==> src/rtl/pq_pkg.sv <==
// Shared opcodes, FSM state type and command-word packing for the priority-queue host driver.
package pq_pkg;

    localparam int W_DEFAULT     = 65;
    localparam int DEPTH_DEFAULT = 1000;

    // Upper bound on the value width the packing helper can handle.
    localparam int VAL_MAX_W = 126;
    localparam int CMD_MAX_W = VAL_MAX_W + 2;

    localparam logic [1:0] OP_PUSH = 2'b00;
    localparam logic [1:0] OP_POP  = 2'b01;
    localparam logic [1:0] OP_NOP  = 2'b10;

    typedef enum logic [1:0] {
        ST_IDLE,
        ST_ISSUE,
        ST_WAIT,
        ST_RESP
    } state_t;

    // Places op at bits [w+1:w] above a w-bit value; callers truncate to w+2 bits.
    function automatic logic [CMD_MAX_W-1:0] pack_cmd(input logic [1:0]           op,
                                                       input logic [VAL_MAX_W-1:0] val,
                                                       input int unsigned          w);
        logic [CMD_MAX_W-1:0] mask;
        mask = (CMD_MAX_W'(1) << w) - CMD_MAX_W'(1);
        return (CMD_MAX_W'(val) & mask) | (CMD_MAX_W'(op) << w);
    endfunction

endpackage

==> src/rtl/pq_host_driver_if.sv <==
// Client request/response handshakes plus the queue command/status wires of the host driver.
interface pq_host_driver_if
    import pq_pkg::*;
#(
    parameter int W     = W_DEFAULT,
    parameter int DEPTH = DEPTH_DEFAULT
);
    localparam int CW = $clog2(DEPTH + 1);

    logic          req_valid_i;
    logic          req_ready_o;
    logic          req_op_i;
    logic [W-1:0]  req_data_i;
    logic [W+1:0]  cmd_o;
    logic          pq_busy_i;
    logic [W-1:0]  pq_top_i;
    logic          rsp_valid_o;
    logic          rsp_ready_i;
    logic [W-1:0]  rsp_data_o;
    logic          rsp_err_o;
    logic [CW-1:0] count_o;
    logic          fault_o;

    modport slave (
        input  req_valid_i, req_op_i, req_data_i, pq_busy_i, pq_top_i, rsp_ready_i,
        output req_ready_o, cmd_o, rsp_valid_o, rsp_data_o, rsp_err_o, count_o, fault_o
    );

    modport master (
        output req_valid_i, req_op_i, req_data_i, pq_busy_i, pq_top_i, rsp_ready_i,
        input  req_ready_o, cmd_o, rsp_valid_o, rsp_data_o, rsp_err_o, count_o, fault_o
    );

endinterface

==> src/rtl/pq_watchdog.sv <==
// WAIT-cycle counter: counts enabled cycles and pulses expire on the TIMEOUT-th one.
module pq_watchdog #(
    parameter int TIMEOUT = 4096
) (
    input  logic clk,
    input  logic rst_n,
    input  logic clear,
    input  logic enable,
    output logic expire
);
    localparam int CNT_W = $clog2(TIMEOUT + 1);

    logic [CNT_W-1:0] count_reg;

    assign expire = enable && (count_reg == CNT_W'(TIMEOUT - 1));

    always_ff @(posedge clk or negedge rst_n) begin
        if (!rst_n) begin
            count_reg <= '0;
        end else if (clear) begin
            count_reg <= '0;
        end else if (enable) begin
            count_reg <= count_reg + CNT_W'(1);
        end
    end

endmodule

==> src/rtl/pq_host_driver.sv <==
// Host-side driver for the heap priority queue: one request in flight, one response per request,
// occupancy tracking and a sticky watchdog fault when the queue never finishes.
module pq_host_driver
    import pq_pkg::*;
#(
    parameter int W       = W_DEFAULT,
    parameter int DEPTH   = DEPTH_DEFAULT,
    parameter int TIMEOUT = 4096
) (
    input  logic system1000,
    input  logic system1000_rstn,
    pq_host_driver_if.slave bus
);
    localparam int            CW       = $clog2(DEPTH + 1);
    localparam logic [CW-1:0] FULL     = CW'(DEPTH);
    localparam logic [W+1:0]  NOP_WORD = {OP_NOP, {W{1'b0}}};

    state_t        state_reg;
    logic [W+1:0]  cmd_reg;
    logic          rsp_valid_reg;
    logic [W-1:0]  rsp_data_reg;
    logic          rsp_err_reg;
    logic [CW-1:0] count_reg;
    logic          fault_reg;

    logic req_ready;
    logic accept;
    logic wd_clear;
    logic wd_enable;
    logic wd_expire;

    assign req_ready = (state_reg == ST_IDLE) && !bus.pq_busy_i;
    assign accept    = bus.req_valid_i && req_ready;
    assign wd_clear  = (state_reg != ST_WAIT);
    assign wd_enable = (state_reg == ST_WAIT) && bus.pq_busy_i;

    assign bus.req_ready_o = req_ready;
    assign bus.cmd_o       = cmd_reg;
    assign bus.rsp_valid_o = rsp_valid_reg;
    assign bus.rsp_data_o  = rsp_data_reg;
    assign bus.rsp_err_o   = rsp_err_reg;
    assign bus.count_o     = count_reg;
    assign bus.fault_o     = fault_reg;

    pq_watchdog #(
        .TIMEOUT(TIMEOUT)
    ) u_watchdog (
        .clk   (system1000),
        .rst_n (system1000_rstn),
        .clear (wd_clear),
        .enable(wd_enable),
        .expire(wd_expire)
    );

    always_ff @(posedge system1000 or negedge system1000_rstn) begin
        if (!system1000_rstn) begin
            state_reg     <= ST_IDLE;
            cmd_reg       <= NOP_WORD;
            rsp_valid_reg <= 1'b0;
            rsp_data_reg  <= '0;
            rsp_err_reg   <= 1'b0;
            count_reg     <= '0;
            fault_reg     <= 1'b0;
        end else begin
            case (state_reg)
                ST_IDLE: begin
                    if (accept) begin
                        if (!bus.req_op_i) begin
                            if (count_reg == FULL) begin
                                rsp_data_reg  <= '0;
                                rsp_err_reg   <= 1'b1;
                                rsp_valid_reg <= 1'b1;
                                state_reg     <= ST_RESP;
                            end else begin
                                cmd_reg      <= (W+2)'(pack_cmd(OP_PUSH, VAL_MAX_W'(bus.req_data_i), W));
                                count_reg    <= count_reg + CW'(1);
                                rsp_data_reg <= '0;
                                rsp_err_reg  <= 1'b0;
                                state_reg    <= ST_ISSUE;
                            end
                        end else begin
                            if (count_reg == '0) begin
                                rsp_data_reg  <= '0;
                                rsp_err_reg   <= 1'b1;
                                rsp_valid_reg <= 1'b1;
                                state_reg     <= ST_RESP;
                            end else begin
                                // The root is only trustworthy while the queue is idle, so grab it now.
                                cmd_reg      <= (W+2)'(pack_cmd(OP_POP, '0, W));
                                count_reg    <= count_reg - CW'(1);
                                rsp_data_reg <= bus.pq_top_i;
                                rsp_err_reg  <= 1'b0;
                                state_reg    <= ST_ISSUE;
                            end
                        end
                    end
                end
                ST_ISSUE: begin
                    cmd_reg   <= NOP_WORD;
                    state_reg <= ST_WAIT;
                end
                ST_WAIT: begin
                    // Completion wins over a watchdog expiry seen in the same cycle.
                    if (!bus.pq_busy_i) begin
                        rsp_valid_reg <= 1'b1;
                        rsp_err_reg   <= 1'b0;
                        state_reg     <= ST_RESP;
                    end else if (wd_expire) begin
                        rsp_valid_reg <= 1'b1;
                        rsp_err_reg   <= 1'b1;
                        rsp_data_reg  <= '0;
                        fault_reg     <= 1'b1;
                        state_reg     <= ST_RESP;
                    end
                end
                ST_RESP: begin
                    if (bus.rsp_ready_i) begin
                        rsp_valid_reg <= 1'b0;
                        state_reg     <= ST_IDLE;
                    end
                end
                default: begin
                    state_reg <= ST_IDLE;
                    cmd_reg   <= NOP_WORD;
                end
            endcase
        end
    end

endmodule

==> src/flat_wrapper.sv <==
// flat-port wrapper written by rule: the top's interface ports become plain ports
module pq_host_driver_flat import pq_pkg::*;
#(
    parameter int W       = W_DEFAULT,
    parameter int DEPTH   = DEPTH_DEFAULT,
    parameter int TIMEOUT = 4096
)
  (system1000, system1000_rstn, bus_req_valid_i, bus_req_op_i, bus_req_data_i, bus_pq_busy_i, bus_pq_top_i, bus_rsp_ready_i, bus_req_ready_o, bus_cmd_o, bus_rsp_valid_o, bus_rsp_data_o, bus_rsp_err_o, bus_count_o, bus_fault_o);
  pq_host_driver_if #(.W(W), .DEPTH(DEPTH)) bus_i ();
  input  logic system1000;
  input  logic system1000_rstn;
  input wire logic [$bits(bus_i.req_valid_i)-1:0] bus_req_valid_i;
  input wire logic [$bits(bus_i.req_op_i)-1:0] bus_req_op_i;
  input wire logic [$bits(bus_i.req_data_i)-1:0] bus_req_data_i;
  input wire logic [$bits(bus_i.pq_busy_i)-1:0] bus_pq_busy_i;
  input wire logic [$bits(bus_i.pq_top_i)-1:0] bus_pq_top_i;
  input wire logic [$bits(bus_i.rsp_ready_i)-1:0] bus_rsp_ready_i;
  output wire logic [$bits(bus_i.req_ready_o)-1:0] bus_req_ready_o;
  output wire logic [$bits(bus_i.cmd_o)-1:0] bus_cmd_o;
  output wire logic [$bits(bus_i.rsp_valid_o)-1:0] bus_rsp_valid_o;
  output wire logic [$bits(bus_i.rsp_data_o)-1:0] bus_rsp_data_o;
  output wire logic [$bits(bus_i.rsp_err_o)-1:0] bus_rsp_err_o;
  output wire logic [$bits(bus_i.count_o)-1:0] bus_count_o;
  output wire logic [$bits(bus_i.fault_o)-1:0] bus_fault_o;
  assign bus_i.req_valid_i = bus_req_valid_i;
  assign bus_i.req_op_i = bus_req_op_i;
  assign bus_i.req_data_i = bus_req_data_i;
  assign bus_i.pq_busy_i = bus_pq_busy_i;
  assign bus_i.pq_top_i = bus_pq_top_i;
  assign bus_i.rsp_ready_i = bus_rsp_ready_i;
  assign bus_req_ready_o = bus_i.req_ready_o;
  assign bus_cmd_o = bus_i.cmd_o;
  assign bus_rsp_valid_o = bus_i.rsp_valid_o;
  assign bus_rsp_data_o = bus_i.rsp_data_o;
  assign bus_rsp_err_o = bus_i.rsp_err_o;
  assign bus_count_o = bus_i.count_o;
  assign bus_fault_o = bus_i.fault_o;
  pq_host_driver #(.W(W), .DEPTH(DEPTH), .TIMEOUT(TIMEOUT)) u_core (.system1000(system1000), .system1000_rstn(system1000_rstn), .bus(bus_i));
endmodule
==> config.mk <==
export PLATFORM = sky130hd
export DESIGN_NAME = pq_host_driver_flat
export DESIGN_NICKNAME = d
export VERILOG_FILES = /design/src/rtl/pq_pkg.sv /design/src/rtl/pq_host_driver_if.sv /design/src/rtl/pq_watchdog.sv /design/src/rtl/pq_host_driver.sv /design/src/flat_wrapper.sv
export SDC_FILE = /design/constraint.sdc
export NUM_CORES = 1
export LEC_CHECK = 0
export ABC_CLOCK_PERIOD_IN_PS = 7100
export CAP_MARGIN = 20
export CORE_ASPECT_RATIO = 1.2
export CORE_UTILIZATION = 46
export CTS_CLUSTER_DIAMETER = 100
export DETAILED_ROUTE_END_ITERATION = 8
export MAX_ROUTING_LAYER = met4
export PLACE_DENSITY = 0.9
export SYNTH_ARGS = -nofsm -noshare
export SYNTH_HDL_FRONTEND = slang
export SYNTH_HIERARCHICAL = 1
export SYNTH_SLANG_ARGS = --single-unit
==> constraint.sdc <==
create_clock -name system1000 -period 7.1 [get_ports system1000]
set_input_delay 1.42 -clock system1000 [delete_from_list [all_inputs] [get_ports system1000]]
set_output_delay 1.42 -clock system1000 [all_outputs]
set_load 0.005 [all_outputs]
# Yosys cells after proc, flatten, opt, wreduce, memory -nomap -nowiden
# Cells that the tools add are included.
# Widths: inputs -> output; s select.
op_classes:
  n_addsub: 3
  eq_ne: 17
  mux: 38
  n_reduce_logical: 18
op_table:
  columns: ["operator", "n"]
  rows:
  - ["$mux 65", 5]
  - ["$mux 67", 4]
  - ["$pmux 67 s2", 1]
  - ["$pmux 65 s2", 1]
  - ["$mux 10", 3]
  - ["$mux 13", 2]
  - ["$ne 3x3->1 const B", 5]
  - ["$mux 2", 7]
  - ["$add 13x1->13 const B", 1]
  - ["$eq 13x12->1 const B", 1]
  - ["$mux 1", 12]
  - ["$ne 2x2->1 const B", 6]
  - ["$reduce_and 4->1", 3]
  - ["$add 10x1->10 const B", 1]
  - ["$eq 10x10->1 const B", 1]
  - ["$logic_not 10->1", 1]
  - ["$sub 10x1->10 const B", 1]
  - ["$reduce_and 3->1", 3]
  - ["$pmux 2 s4", 1]
  - ["$reduce_and 6->1", 1]
  - ["$reduce_bool 2->1", 3]
  - ["$eq 2x2->1 const B", 2]
  - ["$logic_and 1x1->1", 4]
  - ["$pmux 1 s3", 1]
  - ["other kinds (6)", 6]
word_totals:
  register_bits: 160
  output_inout_bits: 146
  elab_cells: 84

# Logic depth before layout (Yosys ltp)
# Gate-level depths: netlist of the first run.
logic_depth:
  depth_word: 6
  ltp_mapped: 13
  ltp_nobuf: 10

# Modules after synthesis
# The synthesis of the first run kept the hierarchy.
by_module_without_submodules:
  columns: ["mod", "instances", "cells_per_inst", "area_each_um2", "seq_area_each_um2"]
  rows:
  - ["pq_host_driver", 1, 554, 6115.9, 3679.8]
  - ["pq_watchdog", 1, 63, 646.9, 325.3]

# Worst setup path before layout of the first run
# Ideal clock, no wire load.
synth_path:
  kind: "input -> register"
  from: "input bus_pq_busy_i"
  to: "register u_core.rsp_data_reg[12] (netlist: u_core/bus.rsp_data_o[12])"
  setup_ns: 0.065
  arrival_ns: 3.419
  required_ns: 7.035
  slack_ns: 3.615
  stages: 11
  n_path_buf: 3
  cell_sequence: "and2_1 > buf_6 > nand4_1 > nor4_1 > inv_1 > nor3_1 > a21oi_1 > a2111oi_2 > buf_2 > buf_2 > a22o_1"
synth_lines:
  columns: ["item", "line_no", "source"]
  rows:
  - ["start, declared", "flat_wrapper.sv:15", "input wire logic [$bits(bus_i.pq_busy_i)-1:0] bus_pq_busy_i;"]
  - ["$logic_and 1x1->1", "pq_host_driver.sv:35", "assign wd_enable = (state_reg == ST_WAIT) && bus.pq_busy_i;"]
  - ["$logic_and 1x1->1", "pq_watchdog.sv:15", "assign expire = enable && (count_reg == CNT_W'(TIMEOUT - 1));"]
  - ["net u_core.wd_expire", "pq_host_driver.sv:30", "logic wd_expire;"]
  - ["$ne 2x2->1 (no source line)", null, null]
  - ["$reduce_and 4->1 (no source line)", null, null]
  - ["end signal, assigned", "pq_host_driver.sv:91", "rsp_data_reg <= bus.pq_top_i;"]
  - ["end, declared", "pq_host_driver.sv:21", "logic [W-1:0] rsp_data_reg;"]
# The timed path passes the listed nets, and every way through them passes these cells.
# A chain may end at the register's enable or synchronous reset.

# Worst setup path in the final report of the first run
layout_path:
  from: "input bus_pq_busy_i"
  to: "register u_core.rsp_data_reg[44] (netlist: u_core/bus.rsp_data_o[44])"
layout_lines:
  columns: ["item", "line_no", "source"]
  rows:
  - ["$logic_and 1x1->1", "pq_host_driver.sv:35", null]
  - ["net u_core.wd_enable", "pq_host_driver.sv:29", "logic wd_enable;"]
  - ["$logic_and 1x1->1", "pq_watchdog.sv:15", null]
  - ["net u_core.wd_expire", "pq_host_driver.sv:30", null]
  - ["$ne 2x2->1 (no source line)", null, null]
  - ["$reduce_and 4->1 (no source line)", null, null]
# The timed path passes the listed nets, and every way through them passes these cells.

==> run metrics, run 1 <==
DRT Pass-1 Iters 5; peak fanout along the critical path 66; CTS tree done; vias per cell 5.362; Hold Crit Class reg2reg; Hold Path Origin u_core/bus.cmd_o[31]; clock buffer depth 2; Final Hold Fails 0; Power Dens Cells 413.4 nW/um^2; largest net degree at the start of global routing 131; pre-CTS setup slack 1.945 ns; critical path type in2reg; Max Transition Viols Final 0; register area share after synthesis 0.5922; part of the power in combinational logic 0.430; CTS Buf Count 17; cts repair resizes 0; Hold EP u_core/bus.cmd_o[31]; Die Span Y 134.8 um; Syn Nets 769; Worst Hold Depth 2; DRC violation count after routing 0; status complete, no violations; die width 112.7 um; later-pin clock latency in the skew report 0.42 ns; Post-CTS Repair Setup Buffers 0; WL final 19520 um; period utilisation layout 0.6722; initial antenna violation count 1; DRT antenna net count 0; warnings from Yosys 6; row count 48; Worst EP required 7.45 ns; FF/Latch Area 4005 um^2; Netlist cell types 55; Core Region 14350 um^2; first-pass GRT wire length 29530 um; global-route congestion overflow total 0; Internal Pwr Total 2830 uW; CTS root buf clkbuf_16; R2R cell count 12; Worst Skew 0.01303 ns; vias in the first global route 5576; nets 1037; RR Startpoint u_core/state_reg[0]; Sequential Power Share 0.366; WL/cell 18.17 um; minimum clock period 4.773 ns; critical path capture point type flip-flop; predominant post-synthesis flop cell dfrtp_1; DIE AREA 15190 um^2; P_leak 0.004416 uW; fill count 1006; Reg clk slew, reported paths 0.06 ns; gpl congestion 0.8133; switching part of the total 0.3316; area delta synth->final 51.45%; Reg2Reg Setup Slack 2.94 ns; io pins 282; Max Cap Viol 0; Critical Path Start bus_pq_busy_i; I/O Buffers 281; max reg flops 67; Least-Margin Pin Slew 0.9042 ns; cts hold-fix bufs 0; commonest non-fill, non-tap cells in the layout clkdlybuf4s50_1, dfrtp_1, nand2_1, a22o_1, o21ai_1; Clk pwr share 0.203; Fmax 0.2095 GHz; Finish-stage setup viols 0; sw power 1404 uW; DR iter-0 viols 388; Cell Area, Synth 6763 um^2; Setup TNS Final 0 ns; post-synthesis async set-or-reset flop share 1.000; DP Wirelength 13440 um; RR Endpoint u_core/bus.rsp_data_o[44]; Critical Path AT 5.13 ns; share of cells above drive strength 1 0.06236; most common cell after layout, fill and taps aside clkdlybuf4s50_1; H-Tree Depth 4; Max-slew headroom 0.3972; vias 5759; #FFs+latches synth 160; Syn Area/Cell 10.96 um^2; area of the multi-input gates 2510 um^2; Setup crit start kind input port; initial core utilization 0.4711; RSZ-0062 raised after global routing false; Total GRT Usage 0.2631; clk sinks 160; setup ws final 2.327 ns; EDFF count, synth 0; VDD IR max 0.2493 mV; Syn Inst Count 617
[layout make-up]
type | instances | share of cell area
inverter | 10 | 0.003665
multi-input combinational | 408 | 0.2451
tap | 175 | 0.02138
timing repair buffer | 288 | 0.2838
clock buffer | 22 | 0.04728
sequential | 160 | 0.3910
clock inverter | 10 | 0.007574
antenna | 1 | 0.0002443
[synthesized netlist by cell type (8+ instances only)]
cell type  number  share of area
buf_6           9          0.015
xnor2_1         8          0.010
a21oi_1        17          0.013
a22o_1         65          0.084
clkbuf_1       10         0.0056
buf_2           8         0.0059
dfrtp_1       159           0.59
ha_1           15          0.028
nand2_1       145          0.080
nor2_1         13         0.0072
inv_1          10         0.0056
o21ai_0        10         0.0074
o21ai_1        65          0.048
[cell families (layout without fill, tap and decap cells)]
group / after synthesis / after routing / share of synthesized area
simple gates: 191 / 191 / 0.1238
compound gates: 181 / 181 / 0.1843
flops: 160 / 160 / 0.5922
buf+inv: 49 / 330 / 0.04126
fa+ha+maj: 16 / 16 / 0.03071
xor+xnor: 14 / 14 / 0.01813
mux: 6 / 6 / 0.009620
other cells: 0 / 1 / 0
[worst max-delay path by stage]
| stage | endpoint | cells past startpoint |
|---|---|---|
| after detailed placement | u_core/bus.rsp_data_o[34] | 11 |
| final | u_core/bus.rsp_data_o[44] | 11 |
| after global placement | u_core/bus.rsp_data_o[59] | 11 |
| after CTS | u_core/bus.rsp_data_o[44] | 11 |
| after global routing | u_core/bus.rsp_data_o[61] | 11 |
| after floorplan | u_core/bus.rsp_data_o[12] | 11 |
[critical path, cell delays in order]
cell and delay (ns):
clkdlybuf4s50_1 0.55, and2_1 0.37, nand4_1 0.25, nor4_1 0.45, inv_1 0.11, nor3_1 0.37
a21oi_4 0.09, buf_4 0.33, a2111oi_4 0.27, buf_4 0.58, a22o_1 0.25
[routing by layer]
| metal | track usage | wire length [um] | vias up |
|---|---|---|---|
| li1 | - | - | 2716 |
| met1 | 0.3056 | 7738 | 2750 |
| met2 | 0.4366 | 10040 | 245 |
| met3 | 0.07271 | 1207 | 48 |
| met4 | 0.09704 | 529 | 0 |
| met5 | - | 0 | - |
[power by group through the flow]
stage	logic, uW	registers, uW	clock network (uW)
after floorplan	800	1540	0
after global placement	1730	1540	0
after detailed placement	1790	1550	0
after CTS	1800	1550	874
after global routing	1970	1590	918
final	1820	1550	862
[stage by stage]
stage | cells | cell area, um^2 | hold WS, ns | util | total power, uW
floorplan | 617 | 6763 | 0.4510 | - | 2344
global placement | 1039 | 9623 | 0.4667 | 0.6704 | 3272
detailed placement | 1039 | 9623 | 0.4750 | 0.6704 | 3341
CTS | 1071 | 10180 | 0.4890 | 0.7096 | 4227
global route | 1074 | 10240 | 0.5093 | 0.7136 | 4478
finish | 1074 | 10240 | 0.4833 | 0.7136 | 4235
Power figures use the tool's default switching activity.
==> inputs of run 2 (changes only) <==
--- a/config.mk
+++ b/config.mk
@@ -5,14 +5,14 @@
 export SDC_FILE = /design/constraint.sdc
 export NUM_CORES = 1
 export LEC_CHECK = 0
-export ABC_CLOCK_PERIOD_IN_PS = 7100
+export ABC_CLOCK_PERIOD_IN_PS = 5000
 export CAP_MARGIN = 20
 export CORE_ASPECT_RATIO = 1.2
-export CORE_UTILIZATION = 46
+export CORE_UTILIZATION = 43
 export CTS_CLUSTER_DIAMETER = 100
 export DETAILED_ROUTE_END_ITERATION = 8
 export MAX_ROUTING_LAYER = met4
-export PLACE_DENSITY = 0.9
+export PLACE_DENSITY = 0.86
 export SYNTH_ARGS = -nofsm -noshare
 export SYNTH_HDL_FRONTEND = slang
 export SYNTH_HIERARCHICAL = 1
==> constraint.sdc (replaced) <==
create_clock -name system1000 -period 5 [get_ports system1000]
set_input_delay 1 -clock system1000 [delete_from_list [all_inputs] [get_ports system1000]]
set_output_delay 1 -clock system1000 [all_outputs]
set_load 0.005 [all_outputs]
==> run 2 against run 1 <==
  * Die area grew 6.9%
  * Setup slack got worse by 1.0 ns
  * Non-clock buffer count rose by 3
  * Total power increased by 42%
  * Clock skew up 0.0021 ns
  * Largest cell class unchanged
==> run metrics, run 2 (same netlist as run 1, synthesis figures left out) <==
largest net degree at the start of global routing 93; area delta synth->final 52.19%; share of cells above drive strength 1 0.06437; critical path type in2reg; Reg2Reg Setup Slack 1.56 ns; status complete, no violations; cts repair resizes 0; DR iter-0 viols 332; Setup TNS Final 0 ns; Least-Margin Pin Slew 0.8437 ns; RSZ-0062 raised after global routing false; initial core utilization 0.4448; row count 49; Post-CTS Repair Setup Buffers 0; later-pin clock latency in the skew report 0.42 ns; Die Span Y 139.4 um; Core Region 15200 um^2; Finish-stage setup viols 0; VDD IR max 0.3057 mV; initial antenna violation count 0; vias per cell 5.176; number of diodes 0; CTS Buf Count 17; Max Transition Viols Final 0; vias 5720; vias in the first global route 5506; H-Tree Depth 4; DRT Pass-1 Iters 4; gpl congestion 0.8472; commonest non-fill, non-tap cells in the layout clkdlybuf4s50_1, dfrtp_1, nand2_1, a22o_1, o21ai_1; Setup crit start kind input port; Max Cap Viol 0; Reg clk slew, reported paths 0.07 ns; CTS tree done; clock buffer depth 2; Total GRT Usage 0.2412; Hold Crit Class reg2reg; WL/cell 17.14 um; most common cell after layout, fill and taps aside clkdlybuf4s50_1; placed cell areas 9734 um^2; minimum clock period 3.682 ns; Worst EP required 5.36 ns; WL final 18940 um; clk sinks 160; CTS root buf clkbuf_16; P_leak 0.004430 uW; Final Util 0.6769; max reg flops 67; design area 10290 um^2; Min Hold Slack 0.4840 ns; global-route congestion overflow total 0; nets 1040; Critical Path AT 4.04 ns; Worst Skew 0.01512 ns; io pins 282; die width 116.5 um; DIE AREA 16230 um^2; DRC violation count after routing 0; cts hold-fix bufs 0; Fmax 0.2716 GHz; peak fanout along the critical path 65; Power Dens Cells 582.5 nW/um^2; first-pass GRT wire length 28750 um; DP Wirelength 13360 um; DRT antenna net count 0; Max-slew headroom 0.4362; Final Hold Fails 0; period utilisation layout 0.7365; critical path capture point type flip-flop; I/O Buffers 281
==> run 2: worst max-delay path, stage by stage <==
cell	delay, ns
clkdlybuf4s50_1	0.55
and2_1	0.37
nand4_1	0.25
nor4_1	0.47
inv_1	0.12
nor3_1	0.35
a21oi_4	0.12
a2111oi_4	0.26
buf_12	0.31
a22o_1	0.20
==> run 2: worst paths after layout <==
check	from	depth (start not counted)	endpoint
min in group asynchronous	system1000_rstn	1	u_core/bus.cmd_o[6]
min	u_core/bus.cmd_o[7]	2	u_core/bus.cmd_o[7]
max reg2reg	u_core/state_reg[0]	11	u_core/bus.rsp_data_o[25]
max	bus_pq_busy_i	10	u_core/bus.rsp_data_o[25]
min reg2reg	u_core/bus.cmd_o[7]	2	u_core/bus.cmd_o[7]
max in group asynchronous	system1000_rstn	2	u_core/bus.cmd_o[44]
==> run 2: area by class of cell <==
type                            count  area, um^2
Fill cell                        1131        4912
Sequential cell                   160        4005
Timing Repair Buffer              291        2927
Multi-Input combinational cell    408        2510
Clock buffer                       19       432.9
Tap cell                          204       255.2
Clock inverter                     13       125.1
Inverter                           10       37.54
==> run 2: metrics by stage <==
| stage | instances | setup slack (ns) | total power (uW) |
|---|---|---|---|
| 3_5_place_dp | 1073 | 0.8934 | 4768 |
| 4_1_cts | 1105 | 1.346 | 6036 |
| 6_report | 1105 | 1.318 | 5995 |
| 3_3_place_gp | 1073 | 1.041 | 4671 |
| 5_1_grt | 1105 | 1.028 | 6360 |
| 2_1_floorplan | 617 | 1.935 | 3329 |
==> run 2: metal layers <==
| metal | vias up | track usage | share of wire |
|---|---|---|---|
| met2 | 211 | 0.3915 | 0.50 |
| met3 | 47 | 0.06272 | 0.069 |
| met4 | 0 | 0.1147 | 0.035 |
| li1 | 2719 | - | - |
| met5 | - | - | 0 |
| met1 | 2743 | 0.2741 | 0.40 |
==> run 2: where the power goes <==
group	leakage [uW]	total [uW]	switching [uW]	internal, uW
Clock	0.000270	1230	540	694
Sequential	0.00212	2180	348	1830
Combinational	0.00205	2580	1080	1510
Total	0.00443	6000	1970	4030
==> inputs of run 3 (changes only) <==
--- a/config.mk
+++ b/config.mk
@@ -5,7 +5,7 @@
 export SDC_FILE = /design/constraint.sdc
 export NUM_CORES = 1
 export LEC_CHECK = 0
-export ABC_CLOCK_PERIOD_IN_PS = 5000
+export ABC_CLOCK_PERIOD_IN_PS = 3700
 export CAP_MARGIN = 20
 export CORE_ASPECT_RATIO = 1.2
 export CORE_UTILIZATION = 43
==> constraint.sdc (replaced) <==
create_clock -name system1000 -period 3.7 [get_ports system1000]
set_input_delay 0.74 -clock system1000 [delete_from_list [all_inputs] [get_ports system1000]]
set_output_delay 0.74 -clock system1000 [all_outputs]
set_load 0.005 [all_outputs]
==> run 3 against run 2 <==
  * Routed wire length is 1.6% higher
  * Largest cell class unchanged
  * Non-clock buffer count is 1 higher
  * Sequential cell count stayed put
  * Count of clock-buffer cells in the layout stayed put
  * Sequential power is 35% higher
  * Largest power group unchanged
  * Total power is 34% higher
==> run metrics, run 3 (same netlist as run 1, synthesis figures left out) <==
status complete, no violations; RSZ-0062 raised after global routing false; cts hold-fix bufs 0; CP max-delay cell dfrtp_1; vias 5731; slowest stage delay, CP 0.42 ns; Power Dens Cells 780.5 nW/um^2; first-pass GRT wire length 30030 um; CTS Buf Count 17; nets 1041; Setup TNS Final 0 ns; Inst Count DP 1074; setup ws final 0.5971 ns; vias per cell 5.182; DR iter-0 viols 295; RR Startpoint u_core/state_reg[0]; critical path type reg2reg; Core Region 15200 um^2; number of diodes 0; max reg flops 67; Hold Crit Class in2async; later-pin clock latency in the skew report 0.43 ns; largest net degree at the start of global routing 131; most common cell after layout, fill and taps aside clkdlybuf4s50_1; Total GRT Usage 0.2512; initial core utilization 0.4448; Max-slew headroom 0.4651; Fmax 0.3223 GHz; Reg2Reg Setup Slack 0.60 ns; WL/cell 17.39 um; die width 116.5 um; row count 49; area of the multi-input gates 2510 um^2; RR Endpoint u_core/bus.rsp_data_o[24]; period utilisation layout 0.8386; Worst EP required 4.06 ns; cts repair resizes 0; critical path capture point type flip-flop; gpl congestion 0.9013; Max Cap Viol 0; pre-CTS setup slack 0.2751 ns; io pins 282; minimum clock period 3.103 ns; DIE AREA 16230 um^2; FF/Latch Area 4005 um^2; initial antenna violation count 0; H-Tree Depth 4; Post-CTS Repair Setup Buffers 0; worst-path cell chain inv_1 -> ha_1 -> and2_1 -> nand4_1 -> nor4_1 -> inv_1 -> nor3_1 -> a21oi_4 -> a2111oi_4 -> buf_12 -> a22o_1; DRT antenna net count 0; clock buffer depth 2; global-route congestion overflow total 0; R2R cell count 11; DRT Pass-1 Iters 6; Max Transition Viols Final 0; Least-Margin Pin Slew 0.8023 ns; commonest non-fill, non-tap cells in the layout clkdlybuf4s50_1, dfrtp_1, nand2_1, a22o_1, o21ai_1; Finish-stage setup viols 0; area delta synth->final 52.17%; CTS tree done; WL final 19240 um; Most common cell on crit path inv_1; Worst Skew 0.02037 ns; VDD IR max 0.5287 mV; I/O Buffers 281; CTS root buf clkbuf_16; vias in the first global route 5799; P_leak 0.004418 uW; DP Wirelength 13620 um; Reg clk slew, reported paths 0.06 ns; post-route insts no fill 1106; DRC violation count after routing 0; Critical Path AT 3.46 ns; fill count 1131; Die Span Y 139.4 um; peak fanout along the critical path 65; Final Hold Fails 0; share of cells above drive strength 1 0.06541; Setup crit start kind flip-flop; clk sinks 160
## run 3: metrics by stage
| step | hold slack, ns | instance area, um^2 | utilization | power (uW) |
|---|---|---|---|---|
| 5_1_grt | 0.4135 | 10290 | 0.6768 | 8560 |
| 2_1_floorplan | 0.4444 | 6763 | - | 4499 |
| 3_3_place_gp | 0.4428 | 9754 | 0.6415 | 6304 |
| 4_1_cts | 0.3942 | 10290 | 0.6768 | 8102 |
| 6_report | 0.3528 | 10290 | 0.6768 | 8032 |
| 3_5_place_dp | 0.4510 | 9754 | 0.6415 | 6446 |
## run 3: how the worst max path moves through the flow
| stage | from | endpoint | cells after the start |
|---|---|---|---|
| after floorplan | u_core/state_reg[0] | u_core/bus.rsp_data_o[12] | 13 |
| after global placement | bus_pq_busy_i | u_core/bus.rsp_data_o[42] | 10 |
| after detailed placement | bus_pq_busy_i | u_core/bus.rsp_data_o[8] | 10 |
| after CTS | u_core/state_reg[0] | u_core/bus.rsp_data_o[39] | 11 |
| after global routing | u_core/state_reg[0] | u_core/bus.rsp_data_o[24] | 11 |
| final | u_core/state_reg[0] | u_core/bus.rsp_data_o[24] | 11 |
## run 3: worst max-delay path, delay by kind of cell, from the launching register on
kind	cells	cell delay, ns
AOI/OAI and AO/OA	3	0.59
adders and majority gates	1	0.34
buffers and inverters	3	0.55
DFF	1	0.42
and+or+nand+nor	4	1.11
## run 3: metal layers
metal	global-route usage	wire length, um	vias up
met3	0.06315	1265	50
li1	-	-	2714
met2	0.4130	9894	237
met4	0.1343	697	0
met1	0.2759	7378	2730
met5	-	0	-
## run 3: area by class of cell
class                   count  share of cell area
inverters                  10            0.003647
well taps                 204             0.02480
multi-input cells         408              0.2439
clock inverters            13             0.01009
repair buffers            292              0.2863
clock buffers              19             0.04207
flip-flops and latches    160              0.3892
## run 3: power breakdown
| part | internal (uW) | switching (uW) | total (uW) |
|---|---|---|---|
| Sequential | 2470 | 474 | 2950 |
| Combinational | 2020 | 1460 | 3480 |
| Clock | 870 | 736 | 1610 |
